===== config.mk =====
export PLATFORM = sky130hd
export DESIGN_NAME = dice_rf_addr_gen
export DESIGN_NICKNAME = d
export VERILOG_FILES = /design/src/rtl/dice_rf_addr_pkg.sv /design/src/rtl/dice_rf_addr_lane.sv /design/src/rtl/dice_rf_addr_gen.sv
export SDC_FILE = /design/constraint.sdc
export NUM_CORES = 1
export LEC_CHECK = 0
export BUFFER_PORTS_ARGS = -buffer_cell sky130_fd_sc_hd__buf_2
export CORE_UTILIZATION = 58
export DETAILED_ROUTE_END_ITERATION = 8
export PLACE_DENSITY = 0.77
export SYNTH_ARGS = -nofsm -noshare
export SYNTH_HDL_FRONTEND = slang
export SYNTH_HIERARCHICAL = 1
export SYNTH_SLANG_ARGS = --single-unit

===== constraint.sdc =====
create_clock -name clk -period 3 [get_ports clk]
set_clock_uncertainty 0.05 [all_clocks]
set_input_delay 0.45 -clock clk [delete_from_list [all_inputs] [get_ports clk]]
set_output_delay 0.45 -clock clk [all_outputs]
set_load 0.05 [all_outputs]

===== src/rtl/dice_rf_addr_pkg.sv =====
// dice_rf_addr_pkg
//   Shared types for the DICE register-file address generator.
//   addr_mode_e : per-bank addressing mode (2-bit encoding, fixed by the
//                 cfg_mode port encoding).
//   bank_cfg_t  : one bank's configuration word {mode, value}.
//   The value field is sized for the widest supported address; the top
//   module checks at elaboration that its ADDR_WIDTH fits.
package dice_rf_addr_pkg;

  typedef enum logic [1:0] {
    MODE_TID    = 2'd0,  // addr = tid
    MODE_CONST  = 2'd1,  // addr = value
    MODE_OFFSET = 2'd2,  // addr = tid + value (wraps)
    MODE_MIRROR = 2'd3   // addr = value - tid (wraps)
  } addr_mode_e;

  localparam int CFG_VALUE_W = 16;

  typedef struct packed {
    addr_mode_e             mode;
    logic [CFG_VALUE_W-1:0] value;
  } bank_cfg_t;

  localparam bank_cfg_t CFG_RESET = '{mode: MODE_TID, value: '0};

endpackage


===== src/rtl/dice_rf_addr_lane.sv =====
// dice_rf_addr_lane
//   Purely combinational address computation for one RF bank.
//   Ports:
//     tid  in  ADDR_WIDTH  dispatched thread id
//     cfg  in  bank_cfg_t  active configuration of this bank
//     addr out ADDR_WIDTH  bank address, modulo 2**ADDR_WIDTH
//     oob  out 1           unwrapped result left the bank (only when
//                          DICE_RF_ADDR_BOUNDS_CHECK_EN is defined,
//                          otherwise constant 0)
module dice_rf_addr_lane
  import dice_rf_addr_pkg::*;
#(
  parameter int ADDR_WIDTH = 9
) (
  input  logic [ADDR_WIDTH-1:0] tid,
  input  bank_cfg_t             cfg,
  output logic [ADDR_WIDTH-1:0] addr,
  output logic                  oob
);

  logic [ADDR_WIDTH-1:0] value;
  logic [ADDR_WIDTH-1:0] offset_addr;
  logic [ADDR_WIDTH-1:0] mirror_addr;

  assign value = cfg.value[ADDR_WIDTH-1:0];

  // The config value is never wider than ADDR_WIDTH in practice; the
  // spare storage bits above it are intentionally ignored.
  if (ADDR_WIDTH < CFG_VALUE_W) begin : g_value_hi
    logic unused_value_hi;
    assign unused_value_hi = ^cfg.value[CFG_VALUE_W-1:ADDR_WIDTH];
  end

`ifdef DICE_RF_ADDR_BOUNDS_CHECK_EN
  // One extra bit: carry-out flags an OFFSET result >= DEPTH, borrow-out
  // flags a negative MIRROR result.
  logic [ADDR_WIDTH:0] sum_wide;
  logic [ADDR_WIDTH:0] diff_wide;

  assign sum_wide    = {1'b0, tid} + {1'b0, value};
  assign diff_wide   = {1'b0, value} - {1'b0, tid};
  assign offset_addr = sum_wide[ADDR_WIDTH-1:0];
  assign mirror_addr = diff_wide[ADDR_WIDTH-1:0];

  always_comb begin
    oob = 1'b0;
    if (cfg.mode == MODE_OFFSET) begin
      oob = sum_wide[ADDR_WIDTH];
    end else if (cfg.mode == MODE_MIRROR) begin
      oob = diff_wide[ADDR_WIDTH];
    end
  end
`else
  assign offset_addr = tid + value;
  assign mirror_addr = value - tid;
  assign oob         = 1'b0;
`endif

  always_comb begin
    addr = tid;
    unique case (cfg.mode)
      MODE_TID:    addr = tid;
      MODE_CONST:  addr = value;
      MODE_OFFSET: addr = offset_addr;
      MODE_MIRROR: addr = mirror_addr;
    endcase
  end

endmodule


===== src/rtl/dice_rf_addr_gen.sv =====
// dice_rf_addr_gen
//   Per-bank register-file address generator for the DICE CGRA core.
//   One accepted dispatch (thread id) produces NUM_BANK bank addresses,
//   each computed from that bank's ACTIVE configuration. Configuration is
//   double-buffered: cfg_we writes a shadow entry, cfg_commit copies all
//   shadow entries to active. The result sits in a single valid/ready
//   output register.
//   Optional feature: DICE_RF_ADDR_BOUNDS_CHECK_EN enables the sticky
//   err_oob flag; without it err_oob is constant 0.
//   Ports:
//     clk, reset                     clock, synchronous active-high reset
//     disp_valid/disp_ready/disp_tid dispatch input handshake
//     rf_valid/rf_ready/rf_tid       output handshake and carried tid
//     rf_addr                        bank i at [i*ADDR_WIDTH +: ADDR_WIDTH]
//     cfg_we/cfg_bank/cfg_mode/cfg_value  shadow config write
//     cfg_commit                     shadow -> active copy
//     err_oob                        sticky out-of-bounds flag
module dice_rf_addr_gen
  import dice_rf_addr_pkg::*;
#(
  parameter int NUM_BANK   = 16,
  parameter int DEPTH      = 512,
  parameter int ADDR_WIDTH = $clog2(DEPTH),
  parameter int BANK_IDX_W = $clog2(NUM_BANK)
) (
  input  logic                           clk,
  input  logic                           reset,
  input  logic                           disp_valid,
  output logic                           disp_ready,
  input  logic [ADDR_WIDTH-1:0]          disp_tid,
  output logic                           rf_valid,
  input  logic                           rf_ready,
  output logic [ADDR_WIDTH-1:0]          rf_tid,
  output logic [NUM_BANK*ADDR_WIDTH-1:0] rf_addr,
  input  logic                           cfg_we,
  input  logic [BANK_IDX_W-1:0]          cfg_bank,
  input  logic [1:0]                     cfg_mode,
  input  logic [ADDR_WIDTH-1:0]          cfg_value,
  input  logic                           cfg_commit,
  output logic                           err_oob
);

  if (DEPTH < 2 || (DEPTH & (DEPTH - 1)) != 0) begin : g_depth_chk
    $error("dice_rf_addr_gen: DEPTH must be a power of two >= 2");
  end
  if (ADDR_WIDTH > CFG_VALUE_W) begin : g_width_chk
    $error("dice_rf_addr_gen: ADDR_WIDTH exceeds CFG_VALUE_W");
  end
  if (NUM_BANK < 2) begin : g_bank_chk
    $error("dice_rf_addr_gen: NUM_BANK must be at least 2");
  end

  // ---------------------------------------------------------------------
  // Configuration: shadow and active banks
  // ---------------------------------------------------------------------
  bank_cfg_t shadow_q [NUM_BANK];
  bank_cfg_t shadow_d [NUM_BANK];
  bank_cfg_t active_q [NUM_BANK];
  bank_cfg_t active_d [NUM_BANK];
  bank_cfg_t cfg_new;

  assign cfg_new = '{mode: addr_mode_e'(cfg_mode), value: CFG_VALUE_W'(cfg_value)};

  // Commit reads shadow_q, so a write in the same cycle lands only in the
  // shadow. An out-of-range cfg_bank matches no entry and is dropped.
  always_comb begin
    for (int b = 0; b < NUM_BANK; b++) begin
      shadow_d[b] = shadow_q[b];
      active_d[b] = cfg_commit ? shadow_q[b] : active_q[b];
      if (cfg_we && (32'(cfg_bank) == b)) begin
        shadow_d[b] = cfg_new;
      end
    end
  end

  always_ff @(posedge clk) begin
    if (reset) begin
      for (int b = 0; b < NUM_BANK; b++) begin
        shadow_q[b] <= CFG_RESET;
        active_q[b] <= CFG_RESET;
      end
    end else begin
      for (int b = 0; b < NUM_BANK; b++) begin
        shadow_q[b] <= shadow_d[b];
        active_q[b] <= active_d[b];
      end
    end
  end

  // ---------------------------------------------------------------------
  // Address lanes
  // ---------------------------------------------------------------------
  logic [NUM_BANK*ADDR_WIDTH-1:0] lane_addr;
  logic [NUM_BANK-1:0]            lane_oob;

  for (genvar gi = 0; gi < NUM_BANK; gi++) begin : g_lane
    dice_rf_addr_lane #(
      .ADDR_WIDTH (ADDR_WIDTH)
    ) u_lane (
      .tid  (disp_tid),
      .cfg  (active_q[gi]),
      .addr (lane_addr[gi*ADDR_WIDTH +: ADDR_WIDTH]),
      .oob  (lane_oob[gi])
    );
  end

  // ---------------------------------------------------------------------
  // Output stage
  // ---------------------------------------------------------------------
  logic                           rf_valid_q, rf_valid_d;
  logic [ADDR_WIDTH-1:0]          rf_tid_q, rf_tid_d;
  logic [NUM_BANK*ADDR_WIDTH-1:0] rf_addr_q, rf_addr_d;
  logic                           accept;

  // Ready whenever the stage is empty or draining this cycle: a new word
  // replaces a consumed one with no bubble.
  assign disp_ready = !rf_valid_q || rf_ready;
  assign accept     = disp_valid && disp_ready;

  always_comb begin
    rf_valid_d = rf_valid_q;
    rf_tid_d   = rf_tid_q;
    rf_addr_d  = rf_addr_q;
    if (accept) begin
      rf_valid_d = 1'b1;
      rf_tid_d   = disp_tid;
      rf_addr_d  = lane_addr;
    end else if (rf_ready) begin
      rf_valid_d = 1'b0;
    end
  end

  always_ff @(posedge clk) begin
    if (reset) begin
      rf_valid_q <= 1'b0;
      rf_tid_q   <= '0;
      rf_addr_q  <= '0;
    end else begin
      rf_valid_q <= rf_valid_d;
      rf_tid_q   <= rf_tid_d;
      rf_addr_q  <= rf_addr_d;
    end
  end

  assign rf_valid = rf_valid_q;
  assign rf_tid   = rf_tid_q;
  assign rf_addr  = rf_addr_q;

`ifdef DICE_RF_ADDR_BOUNDS_CHECK_EN
  logic err_oob_q, err_oob_d;

  always_comb begin
    err_oob_d = err_oob_q;
    if (accept && (|lane_oob)) begin
      err_oob_d = 1'b1;
    end
  end

  always_ff @(posedge clk) begin
    if (reset) begin
      err_oob_q <= 1'b0;
    end else begin
      err_oob_q <= err_oob_d;
    end
  end

  assign err_oob = err_oob_q;
`else
  logic unused_lane_oob;
  assign unused_lane_oob = |lane_oob;
  assign err_oob         = 1'b0;
`endif

endmodule


# Yosys cells after proc, flatten, opt, wreduce, memory -nomap -nowiden
# Memory sizes are Yosys's and may differ from the RTL's.
# Cells that the tools add are included.
[totals] regBits=154 out_inout_bits=156 memories=2 inputBits=30 elab_cells=254 mem_bits_rw=576
[mem_list] memory="active_q" words=16 word_bits=18 rd=16 rd_clocked_by_memory_dff=0 write_ports=16 line="dice_rf_addr_gen.sv:58" rtl="bank_cfg_t active_q [NUM_BANK];"
[mem_list] memory="shadow_q" words=16 word_bits=18 rd=16 rd_clocked_by_memory_dff=0 write_ports=16 line="dice_rf_addr_gen.sv:56" rtl="bank_cfg_t shadow_q [NUM_BANK];"
[op_classes] n_reduce_logical=37 add_sub_neg=32 bitwise=32 n_eq_ne=63 muxes=85
[ops] operator="$mux W18" count=64
[ops] operator="$pmux W9 S4" count=16
[ops] operator="$add A9 B9 Y9" count=16
[ops] operator="$sub A9 B9 Y9" count=16
[ops] operator="$eq A2 B2 Y1 const B" count=32
[ops] operator="$eq A2 B1 Y1 const B" count=16
[ops] operator="$eq A4 B4 Y1 const B" count=8
[ops] operator="$logic_not A2 Y1" count=16
[ops] operator="$or A1 B1 Y1" count=32
[ops] operator="$logic_and A1 B1 Y1" count=17
[ops] operator="$eq A4 B3 Y1 const B" count=4
[ops] operator="$eq A4 B2 Y1 const B" count=2
[ops] operator="$mux W1" count=5
[ops] operator="$eq A4 B1 Y1 const B" count=1
[ops] operator="$logic_not A4 Y1" count=1
[ops] operator="$reduce_bool A2 Y1" count=1
[ops] operator="$logic_not A1 Y1" count=1
[ops] operator="$logic_or A1 B1 Y1" count=1

# Depth between registers and ports, before layout
# Gate-level depths: netlist (run 1).
[depth] ltp_word=4 mapped_depth=14 ltp_nobuf=14

# Hierarchy
# The synthesis (run 1) kept the hierarchy.
[by_module_without_submodules] mod="dice_rf_addr_gen" area_per_inst_um2=18910.6 seq_area_each_um2=10129.7 instances=1 cells_each=1891
[by_module_without_submodules] mod="dice_rf_addr_lane at g_lane[13].u_lane ..." area_per_inst_um2=745.7 seq_area_each_um2=0.0 instances=8 cells_each=110
[by_module_without_submodules] mod="dice_rf_addr_lane at g_lane[0].u_lane ..." area_per_inst_um2=744.5 seq_area_each_um2=0.0 instances=7 cells_each=111
[by_module_without_submodules] mod="dice_rf_addr_lane at g_lane[9].u_lane" area_per_inst_um2=749.5 seq_area_each_um2=0.0 instances=1 cells_each=109

# Worst setup path after synthesis (run 1)
# Ideal clock, no wire load.
[synth_path] path_type="in2reg" startpoint="in disp_tid[3]" endpoint="reg rf_addr_q[125] (netlist: rf_addr[125])" slack_ps=422 path_stages=11 n_path_buf=0 setup_ps=70 t_arrival_ps=2458 required_ps=2880 cell_sequence="or4_4 o41ai_2 xor2_1 ha_1 o21ai_0 nand2b_1 and3_1 o22ai_1 nor3b_1 nand3_1 a21oi_1"
[synth_between] elab_chain_cells=2 word_cells_on_any_way=3 cone_classes="2 x add/sub; 1 x mux"
[synth_rtl] element="start, declared" line="dice_rf_addr_gen.sv:30" rtl="input logic [ADDR_WIDTH-1:0] disp_tid,"
[synth_rtl] element="$sub A9 B9 Y9 / $add A9 B9 Y9 (equally long branches)" line="dice_rf_addr_lane.sv:55, dice_rf_addr_lane.sv:54"
[synth_rtl] element="$pmux W9 S4 *" line="dice_rf_addr_lane.sv:61" rtl="unique case (cfg.mode)"
[synth_rtl] element="net lane_addr[125]" line="dice_rf_addr_gen.sv:93" rtl="logic [NUM_BANK*ADDR_WIDTH-1:0] lane_addr;"
[synth_rtl] element="end signal, assigned" line="dice_rf_addr_gen.sv:141" rtl="rf_addr_q <= rf_addr_d;"
[synth_rtl] element="end, declared" line="dice_rf_addr_gen.sv:112" rtl="logic [NUM_BANK*ADDR_WIDTH-1:0] rf_addr_q, rf_addr_d;"
# The timed path passes the listed nets; every way through them passes the cells marked *.
# A chain may end at the register's enable or synchronous reset.

==> summary.md, run 1 <==
| Metric | Value |
|---|---|
| Status | `completed` |
| CTS buffer count | `56` |
| Placed Cells | `4545` |
| Final Hold Fails | `0` |
| Fillers | `4159` |
| Clk sink count | `506` |
| Design Power | `16900 uW` |
| Non-Filler Instances | `4650` |
| Routed vias | `27.7k` |
| Clock root buffer | `clkbuf_16` |
| Max-slew violations | `0` |
| Max-cap viol count | `0` |
| H-Tree Depth | `2` |
| Largest net degree at the start of global routing | `154` |
| Synth warnings | `6` |
| Die height | `232 microns` |
| DP HPWL | `55100 microns` |
| Detailed Route WL | `84500 microns` |
| Starting density of the core | `59.3%` |
| Register area | `10100 sq um` |
| First-pass GRT wire length | `136000 microns` |
| Syn Nets | `3815` |
| Worst EP arrival | `3300 ps` |
| Max-slew headroom | `41.3%` |
| Clk buf depth | `3` |
| RSZ-0062 raised after global routing | `false` |
| Max frequency | `0.356 GHz` |
| Share of layout cells above drive strength 1 | `16.2%` |
| Initial antenna violation count | `3` |
| Period Utilization, post-route | `93.6%` |
| CTS tree | `done` |
| Core ar. | `51700 sq um` |
| Synth-to-Final Area Change | `16.7%` |
| Post-CTS Setup Bufs | `0` |
| Syn Area/Cell | `8.46 sq um` |
| Total Nets Final | `4113` |
| Final worst path period need | `2810 ps` |
| IO Count | `186` |
| Slowest-stage cell, CP | `dfxtp_1` |
| Delay-heaviest family, CP | `simple AND/OR/NAND/NOR gates` |
| Tot GR Track Use | `31.0%` |
| WL per Instance | `18.2 microns` |
| Worst Path Buf+Inv | `1` |
| Post-synthesis cell count | `3625` |
| VDD IR max | `496 uV` |
| Worst path cell trace | `buf_4, and2_1, nor2_1, xnor2_1, ha_1, nor2b_1, o21ai_2, o211ai_1, and3_1, a211oi_1, nor3b_1, nand3_1, a21oi_1` |
| Initial DRC count | `2189` |
| Final setup viols | `0` |
| First-pass detailed-route iteration total | `5` |
| Critical Path End Type | `flop` |
| Critical Path RT | `3490 ps` |
| Hold buffer count at CTS | `0` |
| Startpoint types | `flop` |
| Largest stage delay, worst path | `350 ps` |
| Crit path max fanout | `15` |
| Congestion Overflow GR | `0` |
| # rows | `83` |
| Post-route antenna net violation count | `0` |
| Static Leak | `0.0160 uW` |
| I/O Buffers | `184` |
| Vias per cell | `5.96` |
| Die width | `232 microns` |
| Worst slew pin tran | `878 ps` |
| Kind of critical path | `reg2reg` |
| Die ar. | `53800 sq um` |
| Vias in the first global route | `26.2k` |
| Gpl congestion | `0.897` |
| Worst Hold Class | `in2reg` |
| Final routed DRC violation total | `0` |
| Clock Latency Late Sink | `620 ps` |
| Worst-path clk slew | `60 ps` |
| Area used by multi-input combinational logic | `18900 sq um` |
| PD cells | `473 nW/um^2` |
| Mapped Area | `30700 sq um` |
## metrics by stage
stage | util [%] | setup WS, ps | setup TNS [ps] | hold WS (ps) | area [sq um]
floorplan | - | 422 | 0 | 398 | 30700
global placement | 65.4 | -181 | -4550 | 408 | 33800
detailed placement | 65.4 | -254 | -7370 | 414 | 33800
CTS | 69.1 | 146 | 0 | 189 | 35800
global route | 69.2 | 5.53 | 0 | 224 | 35800
finish | 69.2 | 193 | 0 | 215 | 35800
## worst register-to-register path, cell delays in order (launching register included)
cell and delay (ps):
dfxtp_1 350, buf_4 200, and2_1 220, nor2_1 90
xnor2_1 140, ha_1 320, nor2b_1 180, o21ai_2 100
o211ai_1 270, and3_1 250, a211oi_1 60, nor3b_1 210
nand3_1 110, a21oi_1 170
## sequential cells by signal, indices dropped and copies added (netlist names)
signal,count
shadow_q,176
active_q,176
rf_addr,144
rf_tid,9
rf_valid,1
## layer usage
| metal | track usage (%) | wire length, microns | vias to the layer above |
|---|---|---|---|
| met5 | 0 | 30 | - |
| met4 | 10.4 | 2530 | 4 |
| met3 | 5.05 | 5430 | 185 |
| met2 | 51.4 | 39300 | 806 |
| met1 | 40.9 | 37200 | 13290 |
| li1 | - | - | 13424 |
## final cells by class
cell class	instances	share of cell area (%)
Clock buffer	70	4.29
Multi-Input combinational cell	2766	52.9
Inverter	121	1.29
Timing Repair Buffer	472	9.73
Sequential cell	506	28.3
Antenna cell	2	0.0140
Clock inverter	33	1.07
Tap cell	680	2.38
## what timing repair did
action / CTS / global route
gates resized for setup: 0 / 13
setup endpoints to repair: 0 / 12
endpoints found under the hold margin: 0 / 0
## path summary, 6_finish.rpt
path | startpoint | end | slack (ps) | depth (start not counted)
max | active_q[0][53] | rf_addr[26] | 190 | 13
min | reset | active_q[0][77] | 210 | 2
max reg2reg | active_q[0][53] | rf_addr[26] | 190 | 13
min reg2reg | rf_addr[38] | rf_addr[38] | 420 | 2
## cells in the final DEF, fill, tap and decap left out, types with 17 or more instances in the layout
master     count
and3_1        34
o31ai_1       17
ha_1         144
buf_4        263
nor3_1        48
buf_12        29
nand3_1      196
a21oi_1      288
and3b_1       17
dfxtp_1      504
nor2_1       287
nand3b_1      27
a31oi_1       46
nand2b_1     203
buf_2        177
nand2_1      140
xnor2_1       78
o21ai_0      285
nor2b_1       96
inv_1        119
nor3b_1       31
a211oi_1      96
mux2i_1      400
xor2_1        66
clkbuf_16     57
o21ai_1       42
## where the power goes
part	switching (uW)	total, uW	internal, uW
combinational	1720	2750	1020
clock	3020	7200	4170
sequential	86.2	6970	6880
total	4830	16900	12100
No activity file was read; power rests on OpenSTA's default activity.
==> inputs of run 2 (changes only) <==
==> constraint.sdc (replaced) <==
create_clock -name clk -period 3.09 [get_ports clk]
set_clock_uncertainty 0.05 [all_clocks]
set_input_delay 0.4635 -clock clk [delete_from_list [all_inputs] [get_ports clk]]
set_output_delay 0.4635 -clock clk [all_outputs]
set_load 0.05 [all_outputs]
==> run 2 against run 1 <==
Against the previous run: sequential power shrank 3.0%; total power shrank 2.4%; die area did not move; combinational power is 6% lower; critical path type unchanged; critical endpoint is now rf_addr[5]; highest routed layer unchanged.
==> summary.md, run 2 (same netlist as run 1, synthesis figures left out) <==
| Metric | Value |
|---|---|
| Detailed Route WL | `84100 microns` |
| Core ar. | `51700 sq um` |
| Tot GR Track Use | `30.5%` |
| WL per Instance | `18.3 microns` |
| Synth-to-Final Area Change | `15.4%` |
| Congestion Overflow GR | `0` |
| Most common cell after layout, fill and taps aside | `dfxtp_1` |
| Internal power | `12000 uW` |
| Dpl ws | `-157 ps` |
| Die height | `232 microns` |
| Die ar. | `53800 sq um` |
| Final Hold Fails | `0` |
| Design Power | `16500 uW` |
| Total Nets Final | `4060` |
| Period Utilization, post-route | `91.5%` |
| Clock power frac | `43.3%` |
| Most frequent cells in the layout | `dfxtp_1 (506), mux2i_1 (400), o21ai_0 (290)` |
| Worst-path clk slew | `60 ps` |
| Share of layout cells above drive strength 1 | `14.8%` |
| H-Tree Depth | `2` |
| Worst setup path start | `active_q[0][16]` |
| First-pass GRT wire length | `134000 microns` |
| Worst EP arrival | `3320 ps` |
| Max-slew headroom | `38.9%` |
| Sw frac | `27.3%` |
| Worst slew pin tran | `914 ps` |
| Final setup viols | `0` |
| Reg2reg path depth | `12` |
| Max-slew violations | `0` |
| Kind of critical path | `reg2reg` |
| Sw Pwr | `4510 uW` |
| First-pass detailed-route iteration total | `5` |
| Clock root buffer | `clkbuf_16` |
| Sequential Power Share | `41.0%` |
| Die width | `232 microns` |
| RSZ-0062 raised after global routing | `false` |
| Vias per cell | `5.97` |
| Static Leak | `0.0158 uW` |
| Post-route antenna net violation count | `0` |
| Clk buf depth | `3` |
| Clock Latency Late Sink | `610 ps` |
| Max-cap viol count | `0` |
| Starting density of the core | `59.3%` |
| Startpoint types | `flop` |
| VDD IR max | `421 uV` |
| # rows | `83` |
| Critical Path End Type | `flop` |
| Max frequency | `0.354 GHz` |
| Critical path endpoint | `rf_addr[5]` |
| I/O Buffers | `184` |
| Crit path max fanout | `9` |
| Critical Path RT | `3580 ps` |
| Worst Hold Class | `in2reg` |
| Gpl congestion | `0.918` |
| Initial antenna violation count | `4` |
| Final core occ | `68.4%` |
| IO Count | `186` |
| Routed vias | `27.5k` |
| PD cells | `466 nW/um^2` |
| DP HPWL | `55400 microns` |
| Clk sink count | `506` |
| Final setup margin | `262 ps` |
| Status | `completed` |
| Largest net degree at the start of global routing | `154` |
| Initial DRC count | `2312` |
| Worst flop-to-flop path endpoint | `rf_addr[5]` |
| Final worst path period need | `2830 ps` |
| Gate power share | `15.7%` |
| CTS tree | `done` |
| Final routed DRC violation total | `0` |
| Worst flop-to-flop path startpoint | `active_q[0][16]` |
| Post-CTS Setup Bufs | `0` |
| Worst R2R Setup Slack | `260 ps` |
| CTS buffer count | `54` |
| Vias in the first global route | `25.7k` |
## run 2: metrics by stage
step | cell area [sq um] | setup TNS [ps] | instances | hold slack [ps]
floorplan | 30700 | 0 | 3625 | 398
global placement | 33400 | -1460 | 4494 | 408
detailed placement | 33400 | -4240 | 4494 | 414
CTS | 35400 | 0 | 4596 | 187
global route | 35400 | 0 | 4596 | 227
finish | 35400 | 0 | 4597 | 217
## run 2: power by group through the flow
stage / logic, uW / clock network, uW / registers (uW)
after floorplan: 1320 / 0 / 7290
after global placement: 2510 / 0 / 6900
after detailed placement: 2550 / 0 / 6910
after CTS: 2560 / 7240 / 6760
after global routing: 2790 / 7510 / 6780
final: 2590 / 7150 / 6760
## run 2: worst min path at each step
| stage | end | cells after the start | startpoint | slack, ps |
|---|---|---|---|---|
| floorplan | shadow_q[0][111] | 2 | shadow_q[0][111] | 400 |
| global placement | shadow_q[0][113] | 2 | shadow_q[0][113] | 410 |
| detailed placement | rf_addr[38] | 2 | rf_addr[38] | 410 |
| CTS | active_q[1][6] | 2 | reset | 190 |
| global route | active_q[1][1] | 2 | reset | 230 |
| finish | active_q[1][6] | 2 | reset | 220 |
## run 2: area by class of cell
type,instances,area (sq um)
clock inverters,18,308
repair buffers,421,3050
fillers,4196,16300
multi-input cells,2766,18900
diodes,1,2.50
inverters,121,462
flip-flops and latches,506,10100
clock buffers,84,1670
well taps,680,851
## run 2: metal layers
metal | routed length [microns] | GRT usage [%]
met3 | 5190 | 3.95
met5 | 23 | 0
met2 | 39500 | 51.4
met4 | 2290 | 9.95
met1 | 37100 | 40.2
## run 2: what timing repair did
action	CTS	global route
endpoints found under the setup margin	0	4
hold buffers	0	0
resized for setup	0	2
## run 2: worst max-delay path, stage by stage (launching register included)
cell and delay [ps]:
dfxtp_1 540, nand2_1 230, o21ai_1 270, inv_1 70, ha_1 260, nor2b_1 120, o21ai_0 220, a21oi_1 150
o21ai_0 280, a21oi_1 120, nor3_1 200, nand3_1 100, a21oi_1 150
